==> config.mk <==
export PLATFORM = sky130hd
export DESIGN_NAME = clk_rst_gen_flat
export DESIGN_NICKNAME = d
export VERILOG_FILES = /design/src/rtl/clk_rst_gen_pkg.sv /design/src/rtl/clk_rst_gen_if.sv /design/src/rtl/clk_div_toggle.sv /design/src/rtl/clk_rst_gen.sv /design/src/flat_wrapper.sv
export SDC_FILE = /design/constraint.sdc
export NUM_CORES = 1
export LEC_CHECK = 0
export CAP_MARGIN = 40
export CORE_MARGIN = 2
export CORE_UTILIZATION = 54
export CTS_CLUSTER_SIZE = 14
export DETAILED_ROUTE_END_ITERATION = 10
export PLACE_DENSITY = 0.87
export RECOVER_POWER = 50
export SLEW_MARGIN = 10
export SYNTH_ARGS = -nofsm -noshare
export SYNTH_HDL_FRONTEND = slang
export SYNTH_SLANG_ARGS = --single-unit
==> constraint.sdc <==
create_clock -name clk -period 2.22 [get_ports clk]
set_input_delay 0.222 -clock clk [delete_from_list [all_inputs] [get_ports clk]]
set_output_delay 0.222 -clock clk [all_outputs]
set_load 0.01 [all_outputs]
==> src/rtl/clk_rst_gen_pkg.sv <==
// Shared types and constants for the clock/reset generator.
package clk_rst_gen_pkg;

   typedef enum logic [1:0] {
      S_RESET,
      S_HOLD,
      S_RUN
   } t_rst_state;

   localparam int C_CLK_HALF_PERIOD = 5;
   localparam int C_WAIT_RST        = 16;

   // Bits needed to hold the values 0..n.
   function automatic int f_cnt_width(input int n);
      return (n < 1) ? 1 : $clog2(n + 1);
   endfunction

endpackage

==> src/rtl/clk_rst_gen_if.sv <==
// Generated clock/reset bundle handed to the sequencer and the DUT.
interface clk_rst_gen_if;

   logic clk_tb;
   logic rst_n;
   logic clk_tb_rise;
   logic clk_tb_fall;
   logic rst_done;

   modport master (
      output clk_tb,
      output rst_n,
      output clk_tb_rise,
      output clk_tb_fall,
      output rst_done
   );

   modport slave (
      input clk_tb,
      input rst_n,
      input clk_tb_rise,
      input clk_tb_fall,
      input rst_done
   );

endinterface

==> src/rtl/clk_div_toggle.sv <==
// Half-period counter and toggle flop producing a 50%-duty divided clock
// with registered rise/fall strobes.
module clk_div_toggle
   import clk_rst_gen_pkg::*;
#(
   parameter int G_HALF = C_CLK_HALF_PERIOD
) (
   input  logic clk,
   input  logic rst,
   input  logic en,
   output logic clk_tb,
   output logic rise,
   output logic fall,
   output logic fall_evt
);

   localparam int              CW     = f_cnt_width(G_HALF);
   localparam logic [CW-1:0]   C_LAST = CW'(G_HALF - 1);

   logic [CW-1:0] cnt;
   logic          tc;

   assign tc       = en && (cnt == C_LAST);
   // High in the cycle whose edge will drop clk_tb, so the parent can act on
   // that same edge.
   assign fall_evt = tc && clk_tb;

   always_ff @(posedge clk) begin
      if (rst) begin
         cnt    <= '0;
         clk_tb <= 1'b0;
         rise   <= 1'b0;
         fall   <= 1'b0;
      end else begin
         rise <= 1'b0;
         fall <= 1'b0;
         if (tc) begin
            cnt    <= '0;
            clk_tb <= ~clk_tb;
            rise   <= ~clk_tb;
            fall   <= clk_tb;
         end else if (en) begin
            cnt <= cnt + 1'b1;
         end
      end
   end

endmodule

==> src/rtl/clk_rst_gen.sv <==
// Divided clock plus an active-low reset released on a clk_tb falling edge
// after a programmable number of clk_tb periods.
module clk_rst_gen
   import clk_rst_gen_pkg::*;
#(
   parameter int G_CLK_HALF_PERIOD = C_CLK_HALF_PERIOD,
   parameter int G_WAIT_RST        = C_WAIT_RST
) (
   input  logic            clk,
   input  logic            rst,
   clk_rst_gen_if.master   bus
);

   if (G_CLK_HALF_PERIOD < 1) begin : g_bad_half
      $error("clk_rst_gen: G_CLK_HALF_PERIOD must be >= 1");
   end
   if (G_WAIT_RST < 1) begin : g_bad_wait
      $error("clk_rst_gen: G_WAIT_RST must be >= 1");
   end

   localparam int            PW     = f_cnt_width(G_WAIT_RST);
   localparam logic [PW-1:0] C_WAIT = PW'(G_WAIT_RST);

   t_rst_state    state;
   logic [PW-1:0] period_cnt;
   logic [PW-1:0] period_nxt;
   logic          rst_n_q;
   logic          run;
   logic          fall_evt;
   logic          clk_tb;
   logic          rise;
   logic          fall;

   // The divider stays frozen during the first post-reset edge (S_RESET).
   assign run        = (state != S_RESET);
   assign period_nxt = (period_cnt == C_WAIT) ? period_cnt : period_cnt + 1'b1;

   clk_div_toggle #(
      .G_HALF   (G_CLK_HALF_PERIOD)
   ) u_div (
      .clk      (clk),
      .rst      (rst),
      .en       (run),
      .clk_tb   (clk_tb),
      .rise     (rise),
      .fall     (fall),
      .fall_evt (fall_evt)
   );

   always_ff @(posedge clk) begin
      if (rst) begin
         state      <= S_RESET;
         period_cnt <= '0;
         rst_n_q    <= 1'b0;
      end else begin
         case (state)
            S_RESET: state <= S_HOLD;
            S_HOLD: begin
               if (fall_evt) begin
                  period_cnt <= period_nxt;
                  if (period_nxt == C_WAIT) begin
                     rst_n_q <= 1'b1;
                     state   <= S_RUN;
                  end
               end
            end
            S_RUN: rst_n_q <= 1'b1;
            default: state <= S_RESET;
         endcase
      end
   end

   assign bus.clk_tb      = clk_tb;
   assign bus.clk_tb_rise = rise;
   assign bus.clk_tb_fall = fall;
   assign bus.rst_n       = rst_n_q;
   assign bus.rst_done    = rst_n_q;

endmodule

==> src/flat_wrapper.sv <==
// flat-port wrapper written by rule: the top's interface ports become plain ports
module clk_rst_gen_flat import clk_rst_gen_pkg::*;
#(
   parameter int G_CLK_HALF_PERIOD = C_CLK_HALF_PERIOD,
   parameter int G_WAIT_RST        = C_WAIT_RST
)
  (clk, rst, bus_clk_tb, bus_rst_n, bus_clk_tb_rise, bus_clk_tb_fall, bus_rst_done);
  clk_rst_gen_if bus_i ();
  input  logic clk;
  input  logic rst;
  output wire logic [$bits(bus_i.clk_tb)-1:0] bus_clk_tb;
  output wire logic [$bits(bus_i.rst_n)-1:0] bus_rst_n;
  output wire logic [$bits(bus_i.clk_tb_rise)-1:0] bus_clk_tb_rise;
  output wire logic [$bits(bus_i.clk_tb_fall)-1:0] bus_clk_tb_fall;
  output wire logic [$bits(bus_i.rst_done)-1:0] bus_rst_done;
  assign bus_clk_tb = bus_i.clk_tb;
  assign bus_rst_n = bus_i.rst_n;
  assign bus_clk_tb_rise = bus_i.clk_tb_rise;
  assign bus_clk_tb_fall = bus_i.clk_tb_fall;
  assign bus_rst_done = bus_i.rst_done;
  clk_rst_gen #(.G_CLK_HALF_PERIOD(G_CLK_HALF_PERIOD), .G_WAIT_RST(G_WAIT_RST)) u_core (.clk(clk), .rst(rst), .bus(bus_i));
endmodule
After elaboration in Yosys (flattened, before gate mapping) --
Cells that the tools add are included.
Cells by class: add/subtract/negate cells 2, equality and inequality tests 7, mux-type cells 7, bitwise logic cells 3, reductions and logical operators 10
Operators with widths (count):
- $eq 5x5->1 const B | 2
- $pmux 2 s3 | 1
- $reduce_and 3->1 | 2
- $add 5x1->5 const B | 1
- $mux 5 | 1
- $mux 2 | 2
- $ne 2x1->1 const B | 2
- $reduce_bool 2->1 | 2
- $reduce_or 2->1 | 2
- $add 3x1->3 const B | 1
- $eq 3x3->1 const B | 1
- $not 1->1 | 3
- $eq 2x1->1 const B | 1
- $eq 2x2->1 const B | 1
- $logic_and 1x1->1 | 2
- $logic_not 2->1 | 1
- $mux 1 | 2
- $pmux 1 s2 | 1
- $reduce_and 2->1 | 1
Word-level totals: register bits after elaboration 14, input bits 2, output and inout port bits 5, word-level logic and storage cells 36

Longest topological paths before layout --
Gate-level depths: netlist (run 1).
word-level depth 6, mapped depth 8

Cells and area by module --
A second synthesis (run 1) with hierarchy kept.
Second synthesis, totals: cell total of the unflattened synthesis 83, area total of the unflattened synthesis 709.4 um^2
By module, submodules not included:
- clk_rst_gen | instances 1, cells each 55, area an instance 456.7 um^2, sequential area each 160.2 um^2
- clk_div_toggle | instances 1, cells each 28, area an instance 252.7 um^2, sequential area each 120.1 um^2

Least setup slack after synthesis (run 1) --
No wires, ideal clock.
path kind register to register, from reg u_core.state[0], to reg u_core.state[1], library setup time 0.086 ns, data arrival time 1.538 ns, slack 0.596 ns, stages on the path, launching flop included 8, clock period less this slack 1.624 ns, cells stage by stage dfxtp_1 inv_1 ha_1 buf_6 nand4b_1 a211oi_2 o2111ai_1 a211oi_1
Between the ends: longest elaborated chain between the ends 5
Ends and longest elaborated chain:
- from (decl) | RTL line clk_rst_gen.sv:24 | t_rst_state state;
- from (signal assigned) | RTL line clk_rst_gen.sv:52 | state <= S_RESET;
- from (signal assigned) | RTL line clk_rst_gen.sv:57 | S_RESET: state <= S_HOLD;
- from (signal assigned) | RTL line clk_rst_gen.sv:63 | state <= S_RUN;
- $reduce_bool 2->1 | RTL line clk_rst_gen.sv:35 | assign run = (state != S_RESET);
- $logic_and 1x1->1 | RTL line clk_div_toggle.sv:23 | assign tc = en && (cnt == C_LAST);
- $logic_and 1x1->1 | RTL line clk_div_toggle.sv:26 | assign fall_evt = tc && clk_tb;
- $ne 2x1->1 (no source line)
- $reduce_and 3->1 (no source line)
Several ways; a longest one is shown, not always the timed one. A chain may end at the register's enable or synchronous reset.

Worst setup path after layout (run 1) --
Same ends and word-level chain as after synthesis.

==> impl_metrics.yaml, run 1 <==
outcome:
  status: "complete, no violations"
setup_path:
  crit_required_ns: 2.42
  reg2reg_from: "u_core.state[0]"
  r2r_setup_slack_ns: 0.42
  path_class: "flop to flop"
  worstPathMaxFanout: 10
  cpPeakStageDelay_ns: 0.38
  worstRegToRegCells: 6
  slowest_stage: "dfxtp_1"
  crit_family: "compound AO/OA/AOI/OAI gates"
  worstPathArrival_ns: 2.00
  startpoint_type: "flop"
  end_kind: "flop"
  worst_r2r_endpoint: "u_core.state[1]"
  crit_chain: "inv_1, ha_1, nand4b_1, a211oi_2, o2111ai_1, a211oi_1"
  critPathBufInv: 1
sta:
  setup_ws_ns: 0.415
  fin_crit_ns: 1.80
  period_share_pct: 81.3
  fin_skew_ns: 0.00402
  drv_slew: 0
  tightest_slew_ns: 0.360
  finalSetupViolations: 0
  tns_ns: 0
  rsz0062_at_grt: "no"
  hold_viol: 0
  slew_headroom_pct: 76.0
  timing.fmax_mhz: 554
clock_tree:
  path_clk_slew_ns: 0.09
  numCtsBuffers: 3
  cts_hold_buf: 0
  clk_latency_ns: 0.28
  cts.sinks: 14
  clock-root-buffer: "clkbuf_4"
  h-tree-depth: 1
  cts_tree: "built"
  cts_buffer_depth: 2
  ctsResizeCount: 0
  cts_setup_buffers: 0
floorplanning:
  row_count: 14
  fp.dieW_um: 43.0
  start_util_pct: 55.8
  core_area_mm2: 0.00147
  die_area_mm2: 0.00185
  io_pins: 7
  die_h_um: 43.0
placement:
  place.gp.congestion: 0.785
  portBuffers: 6
  detailed_place_hpwl_um: 1200
  dp_slack_ns: 0.412
  place_inst: 111
power_and_ir_drop:
  p_switching_w: 0.000166
  pwr-share-clk_pct: 30.8
  p_int_w: 0.000424
  p_sw_share_pct: 28.1
  cellLeakagePower_nw: 0.359
  seq_power_share_pct: 47.5
  p_comb_share_pct: 21.8
  ir_worst_vdd_mv: 0.430
  p_per_area_mw_per_mm2: 645
final_layout:
  syn2layout_area_growth_pct: 11.4
  diodes: 0
  fin_cells: 115
  drive_gt1_share_pct: 9.09
  nets: 110
logic_synthesis:
  synth_edf_count: 0
  ys_top_cells_by_area: "dfxtp_1, ha_1, nor2_1"
  synth-main-ff-cell: "dfxtp_1"
  ys_seq_area_share_pct: 34.1
  syn_area_um2: 821
  synth_top_area_cell: "dfxtp_1"
  yosys_warnings: 0
  yosysTopAreaCellShare_pct: 34.1
  yosysMostFrequentCell: "dfxtp_1"
  synth_seq_cells: 14
  async_reset_ff_share_pct: 0
  synth_common_cells: "dfxtp_1, nor2_1, inv_1"
  syn_inst: 93
  synth_cell_types: 34
  syn_nets: 103
  avgSynthCellArea_um2: 8.83
drt:
  drcViolationCount: 0
  drt_iter0_drc: 18
  drt-total-wl_um: 1590
  drtAntennaViolNets: 0
  dr_total_vias: 655
  routed_via_density: 5.70
  avgRoutedWirePerCell_um: 13.8
  drt-pass1-iter-count: 4
global_route:
  grt_usage_pct: 20.7
  antenna_found_initial: 0
  grt_pass1_vias: 695
  grt_max_degree: 13
  grt_pass1_wl_um: 2950
  grt.overflow.total: 0
worst_hold_path:
  worstHoldStart: "u_core.u_div.cnt[1]"
  whs_endpoint: "u_core.u_div.cnt[1]"
  hold_path.class: "flop to flop"
  min_delay_path_depth: 2
flow_run:
  maxCapViolCount: 0
metal layers:
layer | share of wire, % | wire length (um) | track usage (%) | up-vias
met2 | 50 | 799 | 34.8 | 14
met5 | 0 | 0 | 0 | -
li1 | - | - | - | 337
met1 | 45 | 714 | 24.0 | 300
met4 | 1.1 | 17 | 7.88 | 0
met3 | 3.7 | 59 | 7.23 | 4
layout by cell type, fill, tap and decap left out, types with 2 or more instances in the layout:
| master | count |
|---|---|
| inv_1 | 9 |
| mux2i_1 | 2 |
| nand2_1 | 3 |
| ha_1 | 8 |
| and3_1 | 2 |
| nand3b_1 | 2 |
| nor2_1 | 12 |
| a211oi_1 | 2 |
| a31oi_1 | 3 |
| o2111ai_1 | 2 |
| clkbuf_4 | 3 |
| dfxtp_1 | 14 |
| dlygate4sd3_1 | 3 |
| nand3_1 | 4 |
| clkdlybuf4s50_1 | 3 |
| a21oi_1 | 4 |
| xnor2_1 | 4 |
cell type report:
type,instances,area [um^2]
Clock buffer,4,36.3
Tap cell,16,20.0
Fill cell,126,557
Sequential cell,14,280
Multi-Input combinational cell,65,477
Timing Repair Buffer,7,67.6
Inverter,9,33.8
stage by stage:
step | hold WS [ns] | power (W) | cell area [um^2] | utilization (%)
6_report | 0.487 | 0.000590 | 915 | 62.2
5_1_grt | 0.512 | 0.000625 | 915 | 62.2
4_1_cts | 0.492 | 0.000601 | 915 | 62.2
3_5_place_dp | 0.472 | 0.000417 | 878 | 59.7
3_3_place_gp | 0.473 | 0.000407 | 878 | 59.7
2_1_floorplan | 0.295 | 0.000387 | 821 | -
power by group through the flow:
stage	Combinational [W]	Clock (W)	Sequential, W
2_1_floorplan	0.000101	0	0.000285
3_3_place_gp	0.000122	0	0.000285
3_5_place_dp	0.000130	0	0.000287
4_1_cts	0.000131	0.000190	0.000281
5_1_grt	0.000145	0.000196	0.000285
6_report	0.000128	0.000182	0.000280
worst max-delay path by stage:
stage | start | endpoint | slack [ns] | cells past startpoint
after floorplan | u_core.state[0] | u_core.state[1] | 0.60 | 7
after global placement | u_core.state[0] | u_core.state[1] | 0.55 | 6
after detailed placement | u_core.state[0] | u_core.state[1] | 0.41 | 6
after CTS | u_core.state[0] | u_core.state[1] | 0.41 | 6
after global routing | u_core.state[0] | u_core.state[1] | 0.28 | 6
final | u_core.state[0] | u_core.state[1] | 0.42 | 6
registers in the layout, summed over array words and instances, names as in the netlist:
signal / count
u_core.period_cnt: 5
u_core.u_div.cnt: 3
u_core.state: 2
u_core.bus.rst_done: 1
u_core.u_div.clk_tb: 1
u_core.u_div.fall: 1
u_core.u_div.rise: 1
cells by family (layout without fill, tap and decap cells):
family / count (synthesis) / after routing / share of synthesized area [%]
simple gates: 33 / 33 / 22.7
fa+ha+maj: 8 / 8 / 12.2
flops: 14 / 14 / 34.1
buf+inv: 14 / 20 / 7.77
compound gates: 17 / 17 / 15.4
xor+xnor: 5 / 5 / 5.34
mux: 2 / 2 / 2.44
worst reg2reg max path, delay by kind of cell, from the launching register on:
family | cells | cell delay (ns)
simple gates | 1 | 0.25
flops | 1 | 0.38
compound gates | 3 | 0.70
buf+inv | 1 | 0.10
fa+ha+maj | 1 | 0.30
(Power assumes the default switching activity.)
==> run 2: changes to the inputs <==
clock period = 1.75 ns   (was 2.22 ns; I/O delays follow)
==> impl_metrics.yaml, run 2 (synthesis results as in run 1) <==
outcome:
  status: "complete, no violations"
sta:
  finalSetupViolations: 0
  hold_viol: 0
  slew_headroom_pct: 77.1
  fin_crit_ns: 1.65
  fin_skew_ns: 0.00533
  tightest_slew_ns: 0.344
  tns_ns: 0
  period_share_pct: 94.2
  drv_slew: 0
  timing.fmax_mhz: 607
  rsz0062_at_grt: "no"
global_route:
  grt.overflow.total: 0
  grt_max_degree: 11
  grt_most_used_layer: "met2"
  met1_usage_pct: 26.9
  grt_usage_pct: 21.5
  met2_usage_pct: 33.9
  antenna_found_initial: 0
  grt_pass1_wl_um: 2900
  grt_pass1_vias: 650
  grt_util_met3_pct: 6.81
power_and_ir_drop:
  p_sw_share_pct: 28.5
  p_comb_share_pct: 21.7
  p_int_w: 0.000539
  pwr-share-clk_pct: 31.0
  cellLeakagePower_nw: 0.366
  ir_worst_vdd_mv: 0.652
  p_total_w: 0.000754
  p_per_area_mw_per_mm2: 813
  p_switching_w: 0.000215
  seq_power_share_pct: 47.3
clock_tree:
  clk_latency_ns: 0.28
  cts_hold_buf: 0
  clock-root-buffer: "clkbuf_4"
  cts_tree: "built"
  numCtsBuffers: 3
  h-tree-depth: 1
  cts.sinks: 14
  path_clk_slew_ns: 0.09
  cts_buffer_depth: 2
floorplanning:
  fp.dieW_um: 43.0
  io_pins: 7
  die_h_um: 43.0
  core_area_mm2: 0.00147
  row_count: 14
  die_area_mm2: 0.00185
  start_util_pct: 55.8
final_layout:
  top_regs: "u_core.period_cnt x5, u_core.u_div.cnt x3, u_core.state x2"
  n_fill_cell: 151
  final_common_cell: "dfxtp_1"
  drive_gt1_share_pct: 11.9
  diodes: 0
  largest_register_ff_count: 5
  final_cell_mix: "dfxtp_1, nor2_1, inv_1, ha_1"
  regMostFlops: "u_core.period_cnt"
  nets: 112
  syn2layout_area_growth_pct: 13.0
flow_run:
  maxCapViolCount: 0
drt:
  avgRoutedWirePerCell_um: 13.9
  drt_iter0_drc: 12
  drt-pass1-iter-count: 4
  routed_via_density: 5.71
  dr_total_vias: 668
  drcViolationCount: 0
  drtAntennaViolNets: 0
  drt-total-wl_um: 1630
setup_path:
  startpoint_type: "flop"
  worstPathMaxFanout: 4
  end_kind: "flop"
  path_class: "flop to flop"
  crit_required_ns: 1.95
  worstPathArrival_ns: 1.85
placement:
  detailed_place_hpwl_um: 1180
  portBuffers: 6
  place.gp.congestion: 0.776
worst_hold_path:
  hold_path.class: "flop to flop"
-- run 2: final cells by class --
class	count	area, um^2	share of cell area, %
Sequential cell	14	282	30.4
Inverter	9	33.8	3.64
Timing Repair Buffer	9	78.8	8.50
Multi-Input combinational cell	65	477	51.4
Tap cell	16	20.0	2.16
Clock buffer	4	36.3	3.91
-- run 2: layer usage --
layer	vias to the layer above	wire length, um
met5	-	0
met1	313	775
met4	0	15
met3	2	56
met2	10	779
li1	343	-
-- run 2: metrics by stage --
step           instances  hold slack, ns  utilization, %  cell area (um^2)  worst slack [ns]
2_1_floorplan         93           0.248               -               821             0.126
3_3_place_gp         112           0.461            60.2               886             0.188
3_5_place_dp         112           0.471            60.2               886            0.0831
4_1_cts              116           0.484            62.7               922            0.0846
5_1_grt              117           0.513            63.0               927            0.0189
6_report             117           0.479            63.0               927             0.102
-- run 2: final timing paths --
path	to	start	cells after the start	slack, ns
setup / recovery	u_core.state[0]	u_core.state[1]	7	0.10
hold / removal	u_core.u_div.cnt[1]	u_core.u_div.cnt[1]	2	0.48
setup reg to reg	u_core.state[0]	u_core.state[1]	7	0.10
hold reg to reg	u_core.u_div.cnt[1]	u_core.u_div.cnt[1]	2	0.48
-- run 2: power groups by stage --
| stage | Combinational, W | Sequential (W) | Clock [W] |
|---|---|---|---|
| floorplan | 0.000128 | 0.000362 | 0 |
| global placement | 0.000160 | 0.000361 | 0 |
| detailed placement | 0.000168 | 0.000363 | 0 |
| CTS | 0.000169 | 0.000355 | 0.000244 |
| global route | 0.000187 | 0.000359 | 0.000261 |
| finish | 0.000163 | 0.000357 | 0.000234 |
-- run 2: what timing repair did --
| item | in CTS | in global routing |
|---|---|---|
| setup endpoints to repair | 0 | 3 |
| gates resized for setup | 0 | 2 |
| setup buffers | 0 | 1 |
-- run 2: critical path, cell delays in order (launching register included) --
cell and delay, ns:
dfxtp_1 0.37, inv_1 0.11, ha_1 0.21, nand4b_1 0.21
a211oi_2 0.28, buf_4 0.15, o2111ai_1 0.11, o211ai_1 0.12
==> run 3: changes to the inputs <==
HOLD_SLACK_MARGIN = 0.06   (was default)
==> results of run 3 <==
The final DEF is identical to that of run 2; final timing and power are the same.
